[config.mk]
export PLATFORM = sky130hd
export DESIGN_NAME = lcd_spi_tx
export DESIGN_NICKNAME = d
export VERILOG_FILES = /design/src/rtl/lcd_spi_pkg.sv /design/src/rtl/lcd_spi_fifo.sv /design/src/rtl/lcd_spi_tx.sv
export SDC_FILE = /design/constraint.sdc
export NUM_CORES = 1
export LEC_CHECK = 0
export CAP_MARGIN = 0
export CELL_PAD_IN_SITES_DETAIL_PLACEMENT = 1
export CELL_PAD_IN_SITES_GLOBAL_PLACEMENT = 1
export CORE_ASPECT_RATIO = 2
export CORE_MARGIN = 1
export CORE_UTILIZATION = 50
export DETAILED_ROUTE_END_ITERATION = 10
export PLACE_DENSITY = 0.78
export SYNTH_ARGS = -nofsm -noshare
export SYNTH_HDL_FRONTEND = slang
export SYNTH_SLANG_ARGS = --single-unit
[constraint.sdc]
create_clock -name CLK -period 5 [get_ports CLK]
set_clock_uncertainty 0.2 [all_clocks]
set_input_delay 1 -clock CLK [delete_from_list [all_inputs] [get_ports CLK]]
set_output_delay 1 -clock CLK [all_outputs]
set_load 0.02 [all_outputs]
[src/rtl/lcd_spi_pkg.sv]
// Shared encodings for the 4-wire SPI display transmitter.
// FSM state codes and D/C flag levels used by lcd_spi_tx and its bench.
package lcd_spi_pkg;

  typedef enum logic [2:0] {
    IDLE = 3'd0,
    LOW  = 3'd1,
    HIGH = 3'd2,
    HOLD = 3'd3,
    GAP  = 3'd4
  } lcd_state_t;

  localparam logic DC_CMD  = 1'b0;
  localparam logic DC_DATA = 1'b1;

endpackage

[src/rtl/lcd_spi_fifo.sv]
// Synchronous word FIFO for the SPI transmitter (D/C flag carried in the MSB).
// Occupancy and full flag are registered; pointers wrap modulo DEPTH.
module lcd_spi_fifo #(
  parameter int WIDTH = 9,
  parameter int DEPTH = 16
) (
  input  logic                     clk,
  input  logic                     rst_n,
  input  logic                     push,
  input  logic                     pop,
  input  logic [WIDTH-1:0]         wdata,
  output logic [WIDTH-1:0]         rdata,
  output logic                     full,
  output logic                     empty,
  output logic [$clog2(DEPTH):0]   level
);

  localparam int AW = $clog2(DEPTH);

  logic [WIDTH-1:0] mem [DEPTH];
  logic [AW-1:0]    wr_ptr;
  logic [AW-1:0]    rd_ptr;
  logic [AW:0]      level_nxt;

  always_comb begin
    level_nxt = level;
    if (push && !pop)
      level_nxt = level + (AW+1)'(1);
    else if (pop && !push)
      level_nxt = level - (AW+1)'(1);
  end

  always_ff @(posedge clk or negedge rst_n) begin
    if (!rst_n) begin
      wr_ptr <= '0;
      rd_ptr <= '0;
      level  <= '0;
      full   <= 1'b0;
    end else begin
      if (push)
        wr_ptr <= wr_ptr + AW'(1);
      if (pop)
        rd_ptr <= rd_ptr + AW'(1);
      level <= level_nxt;
      full  <= (level_nxt == (AW+1)'(DEPTH));
    end
  end

  // Storage is data only, so it carries no reset.
  always_ff @(posedge clk) begin
    if (push)
      mem[wr_ptr] <= wdata;
  end

  assign rdata = mem[rd_ptr];
  assign empty = (level == '0);

endmodule

[src/rtl/lcd_spi_tx.sv]
// Buffered 4-wire SPI (mode 0) transmitter for display controllers.
// Words stream back to back under one CSX assertion while the FIFO stays non-empty.
module lcd_spi_tx
  import lcd_spi_pkg::*;
#(
  parameter int DATA_W     = 8,
  parameter int CLK_DIV    = 4,
  parameter int FIFO_DEPTH = 16,
  parameter int LSB_FIRST  = 0
) (
  input  logic                          CLK,
  input  logic                          RST_N,
  input  logic [DATA_W-1:0]             IN_DATA,
  input  logic                          IN_DC,
  input  logic                          IN_VALID,
  output logic                          IN_READY,
  output logic [$clog2(FIFO_DEPTH):0]   LEVEL,
  output logic                          BUSY,
  output logic                          CSX,
  output logic                          DCX,
  output logic                          SCL,
  output logic                          SDA
);

  localparam int DIV_W = $clog2(CLK_DIV + 1);
  localparam int BIT_W = $clog2(DATA_W + 1);

  lcd_state_t        state_q, state_nxt;
  logic [DIV_W-1:0]  div_q;
  logic [BIT_W-1:0]  bit_q;
  logic [DATA_W-1:0] shreg_q;
  logic              dc_q;
  logic [DATA_W:0]   fifo_rdata;
  logic              fifo_full;
  logic              fifo_empty;
  logic              push;
  logic              pop;
  logic              load;
  logic              shift;
  logic              div_done;
  logic              last_bit;
  logic              cur_bit;
  logic              in_frame;

  assign push     = IN_VALID && !fifo_full;
  assign IN_READY = !fifo_full;
  assign div_done = (div_q == DIV_W'(CLK_DIV - 1));
  assign last_bit = (bit_q == BIT_W'(DATA_W - 1));
  assign cur_bit  = (LSB_FIRST != 0) ? shreg_q[0] : shreg_q[DATA_W-1];
  assign in_frame = (state_q == LOW) || (state_q == HIGH);

  lcd_spi_fifo #(
    .WIDTH (DATA_W + 1),
    .DEPTH (FIFO_DEPTH)
  ) u_fifo (
    .clk   (CLK),
    .rst_n (RST_N),
    .push  (push),
    .pop   (pop),
    .wdata ({IN_DC, IN_DATA}),
    .rdata (fifo_rdata),
    .full  (fifo_full),
    .empty (fifo_empty),
    .level (LEVEL)
  );

  always_comb begin
    state_nxt = state_q;
    pop       = 1'b0;
    load      = 1'b0;
    shift     = 1'b0;
    case (state_q)
      IDLE: begin
        if (!fifo_empty) begin
          pop       = 1'b1;
          load      = 1'b1;
          state_nxt = LOW;
        end
      end
      LOW: begin
        if (div_done)
          state_nxt = HIGH;
      end
      HIGH: begin
        if (div_done) begin
          if (!last_bit) begin
            shift     = 1'b1;
            state_nxt = LOW;
          end else if (!fifo_empty) begin
            pop       = 1'b1;
            load      = 1'b1;
            state_nxt = LOW;
          end else begin
            state_nxt = HOLD;
          end
        end
      end
      HOLD: begin
        if (div_done)
          state_nxt = GAP;
      end
      GAP: begin
        if (div_done)
          state_nxt = IDLE;
      end
      default: state_nxt = IDLE;
    endcase
  end

  // Control: state, half-period divider and bit counter.
  always_ff @(posedge CLK or negedge RST_N) begin
    if (!RST_N) begin
      state_q <= IDLE;
      div_q   <= '0;
      bit_q   <= '0;
    end else begin
      state_q <= state_nxt;
      if (state_q == IDLE || state_nxt != state_q)
        div_q <= '0;
      else
        div_q <= div_q + DIV_W'(1);
      if (load)
        bit_q <= '0;
      else if (shift)
        bit_q <= bit_q + BIT_W'(1);
    end
  end

  always_ff @(posedge CLK) begin
    if (load) begin
      shreg_q <= fifo_rdata[DATA_W-1:0];
      dc_q    <= fifo_rdata[DATA_W];
    end else if (shift) begin
      shreg_q <= (LSB_FIRST != 0) ? {1'b0, shreg_q[DATA_W-1:1]}
                                  : {shreg_q[DATA_W-2:0], 1'b0};
    end
  end

  // Output stage: pins follow the current state one cycle later, so SDA/DCX
  // move on the same edge that drives SCL low.
  always_ff @(posedge CLK or negedge RST_N) begin
    if (!RST_N) begin
      CSX  <= 1'b1;
      SCL  <= 1'b0;
      SDA  <= 1'b0;
      DCX  <= DC_CMD;
      BUSY <= 1'b0;
    end else begin
      CSX  <= !(in_frame || state_q == HOLD);
      SCL  <= (state_q == HIGH);
      SDA  <= in_frame ? cur_bit : 1'b0;
      if (in_frame)
        DCX <= dc_q;
      BUSY <= (state_nxt != IDLE) || push || !fifo_empty;
    end
  end

endmodule

==> impl_results.md <==
* Comb power frac at 0.125
* Pin count of the biggest net entering global routing at 40
* Dpl hpwl at 12,000 um
* Top post-synthesis cells by area: edfxtp_1, mux4_2, dfrtp_1
* Sw frac at 0.256
* Mapped Area at 0.00739 mm2
* Clk pwr share at 0.362
* First-pass GRT wire length at 26,000 um
* Yosys synthesis warning count at 0
* Clock Pin Slew Worst Setup and Hold Paths at 0.08 ns
* Postcts setup bufs at 0
* VDD IR max at 0.000326 V
* Worst path cell trace: inv_1 -> ha_1 -> nor4b_2 -> a2111o_1 -> clkinv_8 -> nand2b_1 -> o221ai_1
* Later-pin clock latency in the skew report at 0.43 ns
* CP startpoint kind: flop
* Sequential share of power at 0.512
* Fmax at 325 MHz
* Top-area cell type share of the netlist area at 0.622
* Worst EP arrival at 3.05 ns
* Wire length per cell at 27.4 um
* Fin util at 0.582
* CTS max path bufs at 2
* Resize count post-CTS at 0
* Crit-path leading delay family: compound AO/OA/AOI/OAI gates
* Layout area overhead at 13.6%
* Die Area at 0.0153 mm2
* Hold-fix buffers at CTS at 0
* GRT overflow at 0
* Fin crit period at 3.08 ns
* Routability-driven placement congestion ratio at 0.877
* Cell variety after synth at 45
* Vias at 3,678
* Root Driver: clkbuf_16
* FF+latch area at 0.00532 mm2
* TritonCTS clock tree: yes
* Input/output buffers at 22
* Post-synth top area cell: edfxtp_1
* Starting density of the core at 0.512
* Sw power at 0.000956 W
* Placed cell count at 595
* Sequential area share after synthesis at 0.720
* Nets at 445
* Final WL at 17,200 um
* Final Hold Viols at 0
* Die Y-Extent at 174 um
* Slew at the pin closest to its max-slew limit at 0.939 ns
* Relative slew slack at 0.374
* Fill count at 1,279
* Critical Path Sink Type: flop
* Gate Count Post-Synth at 397
* Static Leak at 2.81 nW
* Post-synth EDFFs at 153
* Kind of critical path: flop to flop
* Power Density at 445 mW/mm2
* RSZ-0062 raised after global routing: false
* Tcrit/Tclk final at 0.615
* CP max-delay cell: a2111o_1
* Layout cells sized above 1 at 0.184
* Initial antenna violation count at 0
* Crit path buf inv count at 2
* Remaining DRCs at 0
* ANT nets after route at 0
* Drt pass-1 iters at 4
* Post-Layout Cell Count at 627
* Fin. max-slew vios at 0
* FFs w/ async S/R, synth at 0.159
* Worst Hold Class: flop to flop
* CP Data Required Time at 4.97 ns
* Average size of a mapped cell at 18.6 um2
* Total GRT Usage at 0.251
* Diodes inserted at 0
* Setup_tns at 0 ns
* Setup violators final at 0
* Number of synthesized register bits at 182
* Number of I/O pins at 23
* Core outline area at 0.0144 mm2
* Synth Net Count at 420
* DRC marker count from the first detailed-route iteration at 189
* Max-cap violation count at 0
* Cell Int Power at 0.00278 W
* Largest stage delay, worst path at 0.69 ns
* Status: finished clean
* CTS Buf Count at 17
* Ys flop type: edfxtp_1
* Vias in the first global route at 4,089
* Die X at 88.0 um
* Max FO, Critical Path at 17
* Via density per instance at 5.87
* Htree depth at 4
* Row cnt at 62
* Area of the multi-input gates at 0.00193 mm2
* Sink Count at 182
[worst register-to-register path, delay by kind of cell (launching register included)]
family / cells / cell delay (ns)
flip-flops: 1 / 0.45
AO/OA/AOI/OAI: 2 / 0.85
AND/OR/NAND/NOR: 2 / 0.74
adder cells (fa/ha/maj): 1 / 0.18
buffers and inverters: 2 / 0.39
[per-stage QoR]
step,area [um2],total power (W),worst slack [ns],hold WS [ns]
final,8390,0.00374,1.92,0.235
after global routing,8390,0.00387,1.76,0.271
after CTS,8390,0.00377,1.92,0.244
after detailed placement,7790,0.00242,1.77,0.234
after global placement,7790,0.00239,1.89,0.222
after floorplan,7390,0.00218,2.33,0.209
[cells by family after synthesis]
group	share of synthesized area
adders and majority gates	0.0200
muxes	0.140
DFF	0.720
xor gates and xnor gates	0.0166
buffers and inverters	0.0185
AOI/OAI and AO/OA	0.0234
and+or+nand+nor	0.0610
[placed cells by master, fill, tap and decap left out, types with 3 or more instances in the layout]
| cell | n |
|---|---|
| dfrtp_1 | 27 |
| clkdlybuf4s50_1 | 22 |
| xor2_1 | 4 |
| nand2_1 | 20 |
| nand3_1 | 4 |
| nand4_1 | 5 |
| clkbuf_16 | 19 |
| inv_1 | 7 |
| nand2b_1 | 5 |
| nor2_1 | 11 |
| clkbuf_8 | 3 |
| nand3b_1 | 4 |
| buf_4 | 4 |
| o221ai_1 | 7 |
| o21ai_0 | 5 |
| mux2i_1 | 17 |
| a21oi_1 | 3 |
| edfxtp_1 | 153 |
| xnor2_1 | 10 |
| and2_1 | 18 |
| ha_1 | 11 |
| mux4_2 | 38 |
[power by group through the flow]
stage | registers [W] | clock network, W | logic (W)
after floorplan | 0.00191 | 0 | 0.000266
after global placement | 0.00194 | 0 | 0.000451
after detailed placement | 0.00195 | 0 | 0.000474
after CTS | 0.00192 | 0.00138 | 0.000480
after global routing | 0.00193 | 0.00143 | 0.000509
final | 0.00192 | 0.00135 | 0.000469
[sequential cells by signal, summed over array words and instances, names as in the netlist]
signal and count:
BUSY 1, CSX 1, DCX 1, SCL 1, SDA 1, bit_q 4, dc_q 1, div_q 3
shreg_q 8, state_q 3, u_fifo.full 1, u_fifo.level 5, u_fifo.mem 144, u_fifo.rd_ptr 4, u_fifo.wr_ptr 4
[layout make-up]
type / count / share of cell area
flip-flops and latches: 182 / 0.634
clock buffers: 24 / 0.0625
repair buffers: 26 / 0.0298
multi-input cells: 187 / 0.230
clock inverters: 8 / 0.00999
well taps: 192 / 0.0286
inverters: 8 / 0.00507
[synthesized netlist by cell type, drive strengths merged (2+ instances only)]
cell	count
edfxtp	153
mux4	38
dfrtp	28
nand2	20
and2	18
mux2i	17
ha	11
nor2	11
buf	10
clkbuf	10
xnor2	10
inv	7
o221ai	7
nand2b	5
nand4	5
o21ai	5
nand3	4
nand3b	4
xor2	4
a21oi	3
a311oi	2
a31oi	2
and3	2
nor3	2
nor3b	2
[path summary, 6_finish.rpt]
path / startpoint / end / slack [ns] / cells after the start
max: u_fifo.level[1]$_DFF_PN0_ / shreg_q[3]$_DFFE_PP_ / 1.92 / 7
min: div_q[0]$_DFF_PN0_ / div_q[0]$_DFF_PN0_ / 0.24 / 1
max reg2reg: u_fifo.level[1]$_DFF_PN0_ / shreg_q[3]$_DFFE_PP_ / 1.92 / 7
min reg2reg: div_q[0]$_DFF_PN0_ / div_q[0]$_DFF_PN0_ / 0.24 / 1
max in group asynchronous: RST_N / CSX$_DFF_PN1_ / 3.54 / 2
min in group asynchronous: RST_N / u_fifo.level[4]$_DFF_PN0_ / 0.75 / 2
[per-layer routing]
metal / routed length [um] / share of wire / GRT usage / vias up
li1: - / - / - / 1611
met1: 5980 / 0.35 / 0.268 / 1919
met2: 9680 / 0.56 / 0.434 / 111
met3: 519 / 0.030 / 0.0503 / 37
met4: 1030 / 0.060 / 0.168 / 0
met5: 0 / 0 / 0 / -
(Power assumes the default switching activity.)
